## config.mk

```make
export PLATFORM = sky130hd
export DESIGN_NAME = out_channel_drain_flat
export DESIGN_NICKNAME = d
export VERILOG_FILES = /design/src/rtl/fpga_channel_pkg.sv /design/src/rtl/out_channel_drain_if.sv /design/src/rtl/out_channel_ram.sv /design/src/rtl/out_channel_drain.sv /design/src/flat_wrapper.sv
export SDC_FILE = /design/constraint.sdc
export NUM_CORES = 1
export LEC_CHECK = 0
export ABC_AREA = 1
export ABC_CLOCK_PERIOD_IN_PS = 2290
export CORE_AREA = 2 2 144 146
export DETAILED_ROUTE_END_ITERATION = 10
export DIE_AREA = 0 0 146 148
export PLACE_DENSITY = 0.79
export SYNTH_ARGS = -nofsm -noshare
export SYNTH_HDL_FRONTEND = slang
export SYNTH_SLANG_ARGS = --single-unit
```

## constraint.sdc

```tcl
create_clock -name clock -period 2.29 [get_ports clock]
set_input_delay 0.3435 -clock clock [delete_from_list [all_inputs] [get_ports clock]]
set_output_delay 0.3435 -clock clock [all_outputs]
set_load 0.02 [all_outputs]
```

## src/rtl/fpga_channel_pkg.sv

```systemverilog
// Shared definitions for the program's I/O channels.
// Provides the default channel word width, the default out-buffer depth, the channel word type
// and the drain-state enumeration used by the out-channel drain.
package fpga_channel_pkg;

  localparam int unsigned DefaultElementWidth = 12;
  localparam int unsigned DefaultNOut         = 16;

  typedef logic [DefaultElementWidth-1:0] channel_word_t;

  typedef enum logic [1:0] {
    RUN,
    FLUSH,
    DONE
  } drain_state_e;

endpackage

```

## src/rtl/out_channel_drain_if.sv

```systemverilog
// Handshake bundle for the out channel.
// Core side: out_valid/out_data/finished in, out_ready back.
// Host side: tx_valid/tx_data/tx_last out, tx_ready back.
// Modports:
//   slave  - the drain block (consumes core words, produces host words)
//   master - the environment (core + host) driving the drain
interface out_channel_drain_if
  import fpga_channel_pkg::*;
#(
  parameter int unsigned MemoryElementWidth = DefaultElementWidth
);

  logic                          out_valid;
  logic [MemoryElementWidth-1:0] out_data;
  logic                          out_ready;
  logic                          finished;
  logic                          tx_valid;
  logic [MemoryElementWidth-1:0] tx_data;
  logic                          tx_last;
  logic                          tx_ready;

  modport slave (
    input  out_valid,
    input  out_data,
    input  finished,
    input  tx_ready,
    output out_ready,
    output tx_valid,
    output tx_data,
    output tx_last
  );

  modport master (
    output out_valid,
    output out_data,
    output finished,
    output tx_ready,
    input  out_ready,
    input  tx_valid,
    input  tx_data,
    input  tx_last
  );

endinterface

```

## src/rtl/out_channel_ram.sv

```systemverilog
// Depth x Width storage array with one clocked write port and one asynchronous read port.
// Contents are never reset; callers track validity with their own pointers.
// Ports:
//   clock - write clock
//   we    - write enable
//   waddr - write address (must be < Depth)
//   wdata - write data
//   raddr - read address (must be < Depth)
//   rdata - combinational read data at raddr
module out_channel_ram
  import fpga_channel_pkg::*;
#(
  parameter int unsigned Width     = DefaultElementWidth,
  parameter int unsigned Depth     = DefaultNOut,
  parameter int unsigned AddrWidth = $clog2(Depth)
) (
  input  logic                 clock,
  input  logic                 we,
  input  logic [AddrWidth-1:0] waddr,
  input  logic [Width-1:0]     wdata,
  input  logic [AddrWidth-1:0] raddr,
  output logic [Width-1:0]     rdata
);

  logic [Width-1:0] mem [Depth];

  always_ff @(posedge clock) begin
    if (we) begin
      mem[waddr] <= wdata;
    end
  end

  assign rdata = mem[raddr];

endmodule

```

## src/rtl/out_channel_drain.sv

```systemverilog
// Receiving end of the program's out channel. Buffers words emitted by the core in a circular
// store and streams them to the host over a valid/ready link with first-word fall-through.
// Once the core reports finished, the buffer is flushed and drained is raised when empty.
// Ports:
//   clock, reset - clock and asynchronous active-high reset
//   chan         - out-channel handshake bundle (slave side)
//   count        - words currently buffered
//   total        - words accepted since reset (wraps modulo 2^32)
//   overflow     - sticky: a word was dropped (buffer full, or write after finished)
//   drained      - program finished and every buffered word delivered
module out_channel_drain
  import fpga_channel_pkg::*;
#(
  parameter int unsigned MemoryElementWidth = DefaultElementWidth,
  parameter int unsigned NOut               = DefaultNOut,
  parameter int unsigned CountWidth         = $clog2(NOut + 1)
) (
  input  logic                  clock,
  input  logic                  reset,
  out_channel_drain_if.slave    chan,
  output logic [CountWidth-1:0] count,
  output logic [31:0]           total,
  output logic                  overflow,
  output logic                  drained
);

  localparam int unsigned PtrWidth = $clog2(NOut);
  localparam logic [PtrWidth-1:0]   LastPtr = PtrWidth'(NOut - 1);
  localparam logic [CountWidth-1:0] FullCount = CountWidth'(NOut);

  logic [PtrWidth-1:0]   wr_ptr_q, rd_ptr_q;
  logic [CountWidth-1:0] count_q, count_d;
  logic [31:0]           total_q;
  logic                  overflow_q;
  logic                  drained_q;
  drain_state_e          state_q;

  logic accept;
  logic deliver;
  logic drop;

  // Depth need not be a power of two, so wrap explicitly.
  function automatic logic [PtrWidth-1:0] ptr_inc(input logic [PtrWidth-1:0] p);
    return (p == LastPtr) ? '0 : p + PtrWidth'(1);
  endfunction

  // Ready depends only on registered state: a full buffer refuses a write even if a word
  // leaves in the same cycle.
  assign chan.out_ready = (count_q < FullCount) && (state_q == RUN);
  assign chan.tx_valid  = (count_q != '0);
  assign chan.tx_last   = chan.tx_valid && (state_q == FLUSH) && (count_q == CountWidth'(1));

  assign accept  = chan.out_valid && chan.out_ready;
  assign deliver = chan.tx_valid && chan.tx_ready;
  assign drop    = chan.out_valid && !chan.out_ready;

  out_channel_ram #(
    .Width (MemoryElementWidth),
    .Depth (NOut),
    .AddrWidth (PtrWidth)
  ) u_ram (
    .clock (clock),
    .we    (accept),
    .waddr (wr_ptr_q),
    .wdata (chan.out_data),
    .raddr (rd_ptr_q),
    .rdata (chan.tx_data)
  );

  always_comb begin
    count_d = count_q;
    case ({accept, deliver})
      2'b10:   count_d = count_q + 1'b1;
      2'b01:   count_d = count_q - 1'b1;
      default: count_d = count_q;
    endcase
  end

  always_ff @(posedge clock or posedge reset) begin
    if (reset) begin
      wr_ptr_q <= '0;
      rd_ptr_q <= '0;
      count_q  <= '0;
      total_q  <= '0;
    end else begin
      if (accept) begin
        wr_ptr_q <= ptr_inc(wr_ptr_q);
        total_q  <= total_q + 32'd1;
      end
      if (deliver) begin
        rd_ptr_q <= ptr_inc(rd_ptr_q);
      end
      count_q <= count_d;
    end
  end

  // Drain state machine with registered drained/overflow flags.
  always_ff @(posedge clock or posedge reset) begin
    if (reset) begin
      state_q    <= RUN;
      overflow_q <= 1'b0;
      drained_q  <= 1'b0;
    end else begin
      if (drop) begin
        overflow_q <= 1'b1;
      end
      case (state_q)
        RUN: begin
          // A write in the same cycle as finished is still accepted above.
          if (chan.finished) begin
            state_q <= FLUSH;
          end
        end
        FLUSH: begin
          if (count_d == '0) begin
            state_q   <= DONE;
            drained_q <= 1'b1;
          end
        end
        DONE: begin
          state_q <= DONE;
        end
        default: begin
          state_q <= RUN;
        end
      endcase
    end
  end

  assign count    = count_q;
  assign total    = total_q;
  assign overflow = overflow_q;
  assign drained  = drained_q;

endmodule

```

## src/flat_wrapper.sv

```systemverilog
// flat-port wrapper written by rule: the top's interface ports become plain ports
module out_channel_drain_flat import fpga_channel_pkg::*;
#(
  parameter int unsigned MemoryElementWidth = DefaultElementWidth,
  parameter int unsigned NOut               = DefaultNOut,
  parameter int unsigned CountWidth         = $clog2(NOut + 1)
)
  (clock, reset, count, total, overflow, drained, chan_out_valid, chan_out_data, chan_finished, chan_tx_ready, chan_out_ready, chan_tx_valid, chan_tx_data, chan_tx_last);
  out_channel_drain_if #(.MemoryElementWidth(MemoryElementWidth)) chan_i ();
  input  logic clock;
  input  logic reset;
  output logic [CountWidth-1:0] count;
  output logic [31:0] total;
  output logic overflow;
  output logic drained;
  input wire logic [$bits(chan_i.out_valid)-1:0] chan_out_valid;
  input wire logic [$bits(chan_i.out_data)-1:0] chan_out_data;
  input wire logic [$bits(chan_i.finished)-1:0] chan_finished;
  input wire logic [$bits(chan_i.tx_ready)-1:0] chan_tx_ready;
  output wire logic [$bits(chan_i.out_ready)-1:0] chan_out_ready;
  output wire logic [$bits(chan_i.tx_valid)-1:0] chan_tx_valid;
  output wire logic [$bits(chan_i.tx_data)-1:0] chan_tx_data;
  output wire logic [$bits(chan_i.tx_last)-1:0] chan_tx_last;
  assign chan_i.out_valid = chan_out_valid;
  assign chan_i.out_data = chan_out_data;
  assign chan_i.finished = chan_finished;
  assign chan_i.tx_ready = chan_tx_ready;
  assign chan_out_ready = chan_i.out_ready;
  assign chan_tx_valid = chan_i.tx_valid;
  assign chan_tx_data = chan_i.tx_data;
  assign chan_tx_last = chan_i.tx_last;
  out_channel_drain #(.MemoryElementWidth(MemoryElementWidth), .NOut(NOut), .CountWidth(CountWidth)) u_core (.clock(clock), .reset(reset), .chan(chan_i), .count(count), .total(total), .overflow(overflow), .drained(drained));
endmodule
```

---- Word-level counts from Yosys, hierarchy flattened ----
Memory sizes are Yosys's and may differ from the RTL's.
Index checks and enable logic that the tools add are counted.
storage, ports and cells
  register bits ........................... 49
  bits in latches ......................... 0
  bits in writable memories ............... 192
  bits in read-only memories .............. 0
  input bits .............................. 17
  output and inout port bits .............. 54
  logic and storage cells ................. 43
  memories kept ........................... 1
operators by class
  add/subtract/negate cells ............... 5
  multipliers ............................. 0
  div/mod/pow operators ................... 0
  magnitude comparators ................... 1
  equality and inequality tests ........... 9
  shift-type cells ........................ 0
  muxes and demuxes ....................... 8
  bitwise gates (word level) .............. 0
  reductions and logical operators ........ 12
memories
  memory            depth  bits a word  rd ports  clocked after memory_dff  write ports  RTL line               text
  u_core.u_ram.mem  16     12           1         0                         1            out_channel_ram.sv:25  logic [Width-1:0] mem [Depth];
operator list
  kind                     number
  $add A32 B1 Y32 const B  1
  $pmux W5 S2              1
  $add A4 B1 Y4 const B    2
  $eq A4 B4 Y1 const B     2
  $mux W4                  2
  $logic_and A1 B1 Y1      6
  $pmux W2 S3              1
  $add A5 B1 Y5 const B    1
  $eq A5 B1 Y1 const B     1
  $logic_not A5 Y1         1
  $lt A5 B5 Y1 const B     1
  $reduce_bool A5 Y1       1
  $sub A5 B1 Y5 const B    1
  $eq A2 B1 Y1 const B     2
  $eq A2 B2 Y1 const B     2
  $mux W2                  2
  $ne A2 B2 Y1 const B     2
  $reduce_and A2 Y1        2
  $logic_not A2 Y1         1
  $mux W1                  2
  $logic_not A1 Y1         1

---- Logic depth before layout (Yosys ltp) ----
Gate-level depths: netlist of run 1.
  word-level depth ........................ 8
  mapped depth ............................ 20

---- Cells and area by module ----
From an unflattened synthesis of run 1, not the netlist that was laid out.
second synthesis, totals
  cells, all modules ...................... 1163
  area, all modules ....................... 11198.2 um^2
by module, submodules not included
  module             times used  cells an instance  area each (um^2)  sequential area each (um^2)
  out_channel_ram    1           801                8321.7            5765.5
  out_channel_drain  1           362                2876.5            1226.2

---- Least setup slack after synthesis of run 1 ----
OpenSTA, ideal clock, no wires.
  kind .................................... register to register
  from .................................... reg u_core.state_q[0]
  to ...................................... reg u_core.state_q[0]
  setup time .............................. 116 ps
  arrival time ............................ 2416 ps
  slack ................................... -243 ps
  stages on the path, launching flop included .. 19
  period minus slack after synthesis ...... 2533 ps
  path through ............................ dfrtp_1 > inv_1 > ha_1 > inv_1 > nor2_4 > nand2_4 > inv_2 > buf_1 > ha_1 > inv_1 > nand3_1 > nand2_1 > nand2_1 > a21oi_1 > nand3_1 > nand2_1 > nand2_1 > nand2_1 > nand2_1
between the ends
  word-level cells in the longest chain between the ends .. 8
ends and longest elaborated chain
  what                                          RTL line                  text
  from (decl)                                   out_channel_drain.sv:36   drain_state_e state_q;
  from (signal assigned)                        out_channel_drain.sv:100  state_q <= RUN;
  from (signal assigned)                        out_channel_drain.sv:111  state_q <= FLUSH;
  from (signal assigned)                        out_channel_drain.sv:116  state_q <= DONE;
  $logic_not A2 Y1 (*)                          out_channel_drain.sv:49   assign chan.out_ready = (count_q < FullCount) && (state_q == RUN);
  $logic_and A1 B1 Y1 (*)                       out_channel_drain.sv:49
  net chan_out_ready                            flat_wrapper.sv:20        output wire logic [$bits(chan_i.out_ready)-1:0] chan_out_ready;
  $logic_and A1 B1 Y1 (*)                       out_channel_drain.sv:53   assign accept = chan.out_valid && chan.out_ready;
  net u_core.accept                             out_channel_drain.sv:38   logic accept;
  $eq A2 B1 Y1 or $eq A2 B2 Y1 (tied branches)  out_channel_drain.sv:72   case ({accept, deliver})
  $pmux W5 S2 (*)                               out_channel_drain.sv:72
  $logic_not A5 Y1 (*)                          out_channel_drain.sv:115  if (count_d == '0) begin
  $ne A2 B2 Y1 (no line) (*)                    -
  $reduce_and A2 Y1 (no line) (*)               -
The timed path passes the listed nets; every way through them passes the cells marked *.
A chain may end at the register's enable or synchronous reset.

---- Worst setup path in the final report of run 1 ----
  from .................................... reg u_core.rd_ptr_q[0]
  to ...................................... out chan_tx_data[10]
between the ends
  word-level cells in the longest chain between the ends .. 1
ends and longest elaborated chain
  what                    RTL line                 text
  from (decl)             out_channel_drain.sv:31  logic [PtrWidth-1:0] wr_ptr_q, rd_ptr_q;
  from (signal assigned)  out_channel_drain.sv:91  rd_ptr_q <= ptr_inc(rd_ptr_q);
  $mem_v2 Z16 W12         -
  to (decl)               flat_wrapper.sv:22       output wire logic [$bits(chan_i.tx_data)-1:0] chan_tx_data;
Every way passes these cells.

==> impl_metrics.env, run 1 <==
export IMPL_yosysTopAreaCell="edfxtp_1"
export IMPL_synth_area_per_cell_um2=11.4
export IMPL_maxCapViolations=0
export IMPL_clkLatencyLatePin_ps=530
export IMPL_synth_nets=942
export IMPL_die_h_um=148
export IMPL_critical_path_class="flop to output pin"
export IMPL_critPathLaunchType="flop"
export IMPL_initial_core_util_pct=51.9
export IMPL_rsz0062_at_grt="true"
export IMPL_io_buffers=70
export IMPL_tightestPinTransition_ps=670
export IMPL_clkTransAtPathRegs_ps=60
export IMPL_ys_top_cells_by_area="edfxtp_1 55%, dfrtp_1 12%, nand2_1 6.2%"
export IMPL_cts_inserted_buffers=25
export IMPL_power_density_nw_per_um2=1230
export IMPL_place_congestion=0.878
export IMPL_ys_warn_count=0
export IMPL_antenna_found_initial=0
export IMPL_syn_to_final_growth_pct=29.4
export IMPL_crit_path_end_kind="output pin"
export IMPL_synth_edf_count=192
export IMPL_coreArea_um2=20000
export IMPL_wl_per_cell_um=20.8
export IMPL_grt_pass1_wl_um=41600
export IMPL_p_switching_uw=6170
export IMPL_wl_um=27900
export IMPL_row_count=52
export IMPL_synth_ff_type="edfxtp_1"
export IMPL_via_per_inst=5.85
export IMPL_relSlewSlack_pct=55.3
export IMPL_h_tree_depth=1
export IMPL_synth_cells=910
export IMPL_num_io_pins=71
export IMPL_globalRoute_totalOverflow=0
export IMPL_violations="negative setup slack"
export IMPL_slew_violations=0
export IMPL_cts_tree="yes"
export IMPL_hold_path_class="input port to asynchronous set/reset pin"
export IMPL_fp_dieW_um=146
export IMPL_drc_errors=0
export IMPL_synth_cell_type_count=39
export IMPL_drtIter0Drc=830
export IMPL_cts_root_buf="clkbuf_16"
export IMPL_final_core_utilization_pct=67.1
export IMPL_dp_hpwl_um=16000
export IMPL_syn_area_um2=10400
export IMPL_grt_usage_pct=24.3
export IMPL_ir_drop_mv=0.642
export IMPL_swShare_pct=37.3
export IMPL_placement_cell_area_um2=12000
export IMPL_fmax_mhz=389
export IMPL_drt_pass1_iter_count=5
export IMPL_netlist_area_leader_share_pct=55.5
export IMPL_yosysSeqAreaShare_pct=67.3
export IMPL_post_route_min_period_ps=2570
export IMPL_setup_slack_ps=-279
export IMPL_clockPowerShare_pct=24.4
export IMPL_async_flop_share_pct=20.3
export IMPL_critPathArrivalTime_ps=2230
export IMPL_vias=7852
export IMPL_p_int_uw=10400
export IMPL_diodes=0
export IMPL_grt_max_degree=50
export IMPL_dieArea_um2=21600
export IMPL_timing_final_hold_violations=0
export IMPL_ys_ff_latch=241
export IMPL_seq_power_share_pct=32.4
export IMPL_cp_required_ps=1950
export IMPL_cp_max_fo=7
export IMPL_status="finished, violations left"
export IMPL_cts_sinks=241
export IMPL_finalCritPeriodShare_pct=112
export IMPL_fill_cells=1395
export IMPL_drive_gt1_share_pct=22.8
export IMPL_hold_buffers=0
export IMPL_whs_ps=187
export IMPL_nNetsFinal=1085
export IMPL_synth_most_common_cell="edfxtp_1"
export IMPL_power_frac_comb_pct=43.1
export IMPL_final_cell_area_um2=13400
export IMPL_yosys_top_cells_count="192 x edfxtp_1, 173 x nand2_1, 90 x nor2_1"
export IMPL_antenna_left=0
export IMPL_power_leakage_uw=0.00513
export IMPL_fin_worst_skew_ps=21.6
export IMPL_reg2regPathDepth=16
export IMPL_clockBufferDepth=3
export IMPL_finalSetupViolCount=12
export IMPL_grt_pass1_vias=7768
-- final cells by class --
type / instances / area [um2] / share of cell area (%)
clock buffers: 27 / 633 / 4.71
multi-input cells: 568 / 3350 / 24.9
repair buffers: 152 / 1680 / 12.5
well taps: 270 / 338 / 2.51
clock inverters: 19 / 184 / 1.37
inverters: 65 / 259 / 1.93
flip-flops and latches: 241 / 7000 / 52.0
-- through the flow --
step | setup slack, ps | TNS, ps | std cells | power [uW]
6_report | -279 | -1880 | 1342 | 16600
5_1_grt | -290 | -2180 | 1342 | 17200
4_1_cts | -141 | -965 | 1338 | 15700
3_5_place_dp | -101 | -479 | 1279 | 10900
3_3_place_gp | -45.0 | -150 | 1279 | 10700
2_1_floorplan | -166 | -6240 | 910 | 8520
-- kinds of logic after synthesis --
family	after synthesis	synth area share, %
AND/OR/NAND/NOR	374	16.2
flip-flops	241	67.3
adder cells (fa/ha/maj)	15	1.81
buffers and inverters	101	3.83
AO/OA/AOI/OAI	149	8.36
XOR/XNOR	30	2.53
-- worst paths after layout --
path | startpoint | endpoint | slack (ps)
max in group asynchronous | reset | u_core.rd_ptr_q[2] | 1850
min | reset | u_core.rd_ptr_q[0] | 190
max reg2reg | u_core.count[1] | u_core.state_q[1] | 150
min reg2reg | u_core.overflow | u_core.overflow | 480
min in group clock | u_core.overflow | u_core.overflow | 480
max | u_core.rd_ptr_q[0] | chan_tx_data[10] | -280
-- cell usage in the layout, fill, tap and decap left out, types with 8 or more instances in the layout --
cell type          n
dfrtp_1           45
xnor2_1            9
nand3_2           11
nand4_1           13
ha_1              12
nand3_1           46
edfxtp_1         192
o21ai_0           31
buf_4             48
nor2_1            85
a21oi_1           27
buf_6             22
inv_1             54
clkdlybuf4s50_1   56
a221oi_2          13
nand2_2           14
buf_12            18
o21ai_2           11
nor3_1            16
nand2_1          160
clkbuf_16         27
o21ai_1           34
o22ai_1           12
xor2_1            21
nor2_2             8
-- layer usage --
layer,wire length (um),up-vias,part of all wire [%],GRT usage [%]
met5,0,-,0,0
met1,10100,3763,36,31.3
met3,2590,89,9.3,3.58
met4,1080,0,3.9,7.33
met2,14200,509,51,43.1
li1,-,3491,-,-
-- critical path, cell delays in order (launching register included) --
cell,delay (ps)
dfrtp_2,500
inv_8,110
buf_12,160
buf_16,130
o21ai_0,170
o22ai_1,120
nor2_1,140
o21ai_1,80
buf_4,150
buf_6,120
-- what timing repair did --
| action | CTS | global route |
|---|---|---|
| setup endpoints to repair | 15 | 16 |
| gates cloned | 5 | 2 |
| pin swaps | 14 | 33 |
| gates resized for setup | 138 | 84 |
| setup buffers | 8 | 3 |
-- power groups by stage --
stage | clock [uW] | combinational (uW) | sequential [uW]
detailed placement | 0 | 5530 | 5380
global placement | 0 | 5360 | 5370
floorplan | 0 | 3030 | 5490
CTS | 4050 | 6310 | 5330
finish | 4050 | 7140 | 5370
global route | 4240 | 7600 | 5400
-- registers in the layout, indices dropped and copies added (netlist names) --
signal            flops
u_core.drained        1
u_core.u_ram.mem    192
u_core.overflow       1
u_core.rd_ptr_q       4
u_core.total         32
u_core.count          5
u_core.state_q        2
u_core.wr_ptr_q       4
No activity file was read; power rests on OpenSTA's default activity.
==> inputs of run 2 (changes only) <==
--- a/config.mk
+++ b/config.mk
@@ -10,7 +10,9 @@
 export CORE_AREA = 2 2 144 146
 export DETAILED_ROUTE_END_ITERATION = 10
 export DIE_AREA = 0 0 146 148
+export GPL_TIMING_DRIVEN = 0
 export PLACE_DENSITY = 0.79
 export SYNTH_ARGS = -nofsm -noshare
 export SYNTH_HDL_FRONTEND = slang
 export SYNTH_SLANG_ARGS = --single-unit
+export TNS_END_PERCENT = 100
==> run 2 against run 1 <==
The flow still finishes with violations (negative setup slack). Combinational power up 6.7%. Fmax down 0.39%. Worst hold slack worse by 3.9 ps. Critical path depth unchanged. Power up 3.6%. Sequential share of layout area down 0.33 points. Flip-flop and latch count unchanged. Critical endpoint is now chan_tx_data[8].
==> impl_metrics.env, run 2 (same netlist as run 1, synthesis figures left out) <==
export IMPL_status="finished, violations left"
export IMPL_violations="negative setup slack"
export IMPL_timing_rr_start="u_core.state_q[0]"
export IMPL_syn_to_final_growth_pct=30.2
export IMPL_finalCritPeriodShare_pct=113
export IMPL_drt_pass1_iter_count=7
export IMPL_maxCapViolations=0
export IMPL_dieArea_um2=21600
export IMPL_antenna_left=0
export IMPL_wl_per_cell_um=21.9
export IMPL_layout_cells_non_filler=1350
export IMPL_clkTransAtPathRegs_ps=70
export IMPL_clockPowerShare_pct=24.3
export IMPL_critPathArrivalTime_ps=2240
export IMPL_dp_hpwl_um=17000
export IMPL_reg2reg_to="u_core.u_ram.mem[1][5]"
export IMPL_largest_register="u_core.u_ram.mem"
export IMPL_coreArea_um2=20000
export IMPL_critical_path_slowest_cell="dfrtp_1"
export IMPL_setup_slack_ps=-289
export IMPL_clkLatencyLatePin_ps=530
export IMPL_row_count=52
export IMPL_setup_worst_path_start="u_core.rd_ptr_q[0]"
export IMPL_h_tree_depth=1
export IMPL_via_per_inst=5.90
export IMPL_place_congestion=0.863
export IMPL_antenna_found_initial=0
export IMPL_endpoint="chan_tx_data[8]"
export IMPL_mostFrequentLayoutCell="edfxtp_1"
export IMPL_slew_violations=0
export IMPL_die_h_um=148
export IMPL_dp_cells=1255
export IMPL_fin_worst_skew_ps=12.5
export IMPL_cts_root_buf="clkbuf_16"
export IMPL_fmax_mhz=388
export IMPL_grt_max_degree=28
export IMPL_grt_usage_pct=26.9
export IMPL_drtIter0Drc=891
export IMPL_clockBufferDepth=3
export IMPL_largest_register_ffs=192
export IMPL_cts_inserted_buffers=25
export IMPL_power_frac_comb_pct=44.5
export IMPL_layout_common_cells="192 x edfxtp_1, 168 x nand2_1, 76 x nor2_1, 55 x clkdlybuf4s50_1"
export IMPL_timing_final_hold_violations=0
export IMPL_critPathTopFamily="buffers and inverters"
export IMPL_power_leakage_uw=0.00516
export IMPL_vias=7971
export IMPL_p_switching_uw=6510
export IMPL_drc_errors=0
export IMPL_wl_um=29500
export IMPL_finalSetupViolCount=12
export IMPL_fill_cells=1365
export IMPL_diodes=0
export IMPL_post_route_min_period_ps=2580
export IMPL_rsz0062_at_grt="true"
export IMPL_cp_depth=9
export IMPL_max_stage_delay_ps=380
export IMPL_critical_path_class="flop to output pin"
export IMPL_tightestPinTransition_ps=956
export IMPL_p_int_uw=10600
export IMPL_ir_drop_mv=0.677
export IMPL_nNetsFinal=1093
export IMPL_grt_pass1_vias=7900
export IMPL_grt_pass1_wl_um=44600
export IMPL_ff2ff_setup_slack_ps=20
export IMPL_reg2regPathDepth=8
export IMPL_relSlewSlack_pct=36.2
export IMPL_power_density_nw_per_um2=1270
export IMPL_crit_chain="buf_6 -> inv_6 -> buf_8 -> buf_6 -> o21ai_0 -> o22ai_1 -> o21ai_1 -> o21ai_1 -> buf_4"
export IMPL_final_core_utilization_pct=67.5
export IMPL_seq_power_share_pct=31.3
export IMPL_swShare_pct=37.9
export IMPL_cp_required_ps=1950
export IMPL_whs_ps=183
export IMPL_drive_gt1_share_pct=24.3
export IMPL_hold_path_class="input port to asynchronous set/reset pin"
export IMPL_cp_max_fo=8
export IMPL_globalRoute_totalOverflow=0
export IMPL_path_buf_inv=5
export IMPL_num_io_pins=71
export IMPL_cts_tree="yes"
export IMPL_initial_core_util_pct=51.9
export IMPL_tns_ps=-2560
export IMPL_crit_path_end_kind="output pin"
export IMPL_fp_dieW_um=146
export IMPL_critPathLaunchType="flop"
export IMPL_cts_sinks=241
export IMPL_io_buffers=70
## run 2: per-layer routing
| layer | up-vias | track usage, % | wire, um |
|---|---|---|---|
| li1 | 3507 | - | - |
| met1 | 3861 | 34.2 | 11200 |
| met2 | 503 | 46.0 | 14500 |
| met3 | 100 | 3.98 | 2500 |
| met4 | 0 | 12.4 | 1310 |
| met5 | - | 0 | 0 |
## run 2: power groups by stage
| stage | combinational (uW) | sequential [uW] | clock (uW) |
|---|---|---|---|
| after floorplan | 3030 | 5490 | 0 |
| after global placement | 5050 | 5410 | 0 |
| after detailed placement | 5220 | 5420 | 0 |
| after CTS | 6900 | 5350 | 4140 |
| after global routing | 8050 | 5380 | 4370 |
| final | 7620 | 5360 | 4160 |
## run 2: layout make-up
class	count	area, um2	area share (%)
clock buffers	36	758	5.60
repair buffers	124	1210	8.95
multi-input cells	568	3390	25.1
repair inverters	1	8.76	0.0647
well taps	270	338	2.50
inverters	65	275	2.03
flip-flops and latches	241	7000	51.7
plain buffers	35	460	3.40
clock inverters	10	95.1	0.703
## run 2: metrics by stage
step           cell area (um2)  setup slack [ps]  total power (uW)
2_1_floorplan            10400              -166              8520
3_3_place_gp             11400             -1270             10500
3_5_place_dp             11500              -778             10600
4_1_cts                  13300              -203             16400
5_1_grt                  13500              -315             17800
6_report                 13500              -289             17100
## run 2: worst reg2reg max path: cells and delay by family (launching register included)
family / cells / cell delay (ps)
fa+ha+maj: 1 / 130
simple gates: 4 / 1140
buf+inv: 3 / 210
flops: 1 / 400
## run 2: what timing repair did
item                                    CTS  global route
gates resized for setup                 271            43
pin swaps                                40            31
hold buffers                              0             0
cloned                                    4             0
endpoints found under the setup margin  185           142
setup buffers                            32            14
## run 2: worst min path at each step
stage                              to               from
finish                u_core.count[2]              reset
global route          u_core.count[2]              reset
CTS                   u_core.count[3]              reset
detailed placement  u_core.state_q[1]  u_core.state_q[1]
global placement    u_core.state_q[1]  u_core.state_q[1]
floorplan           u_core.state_q[1]  u_core.state_q[1]
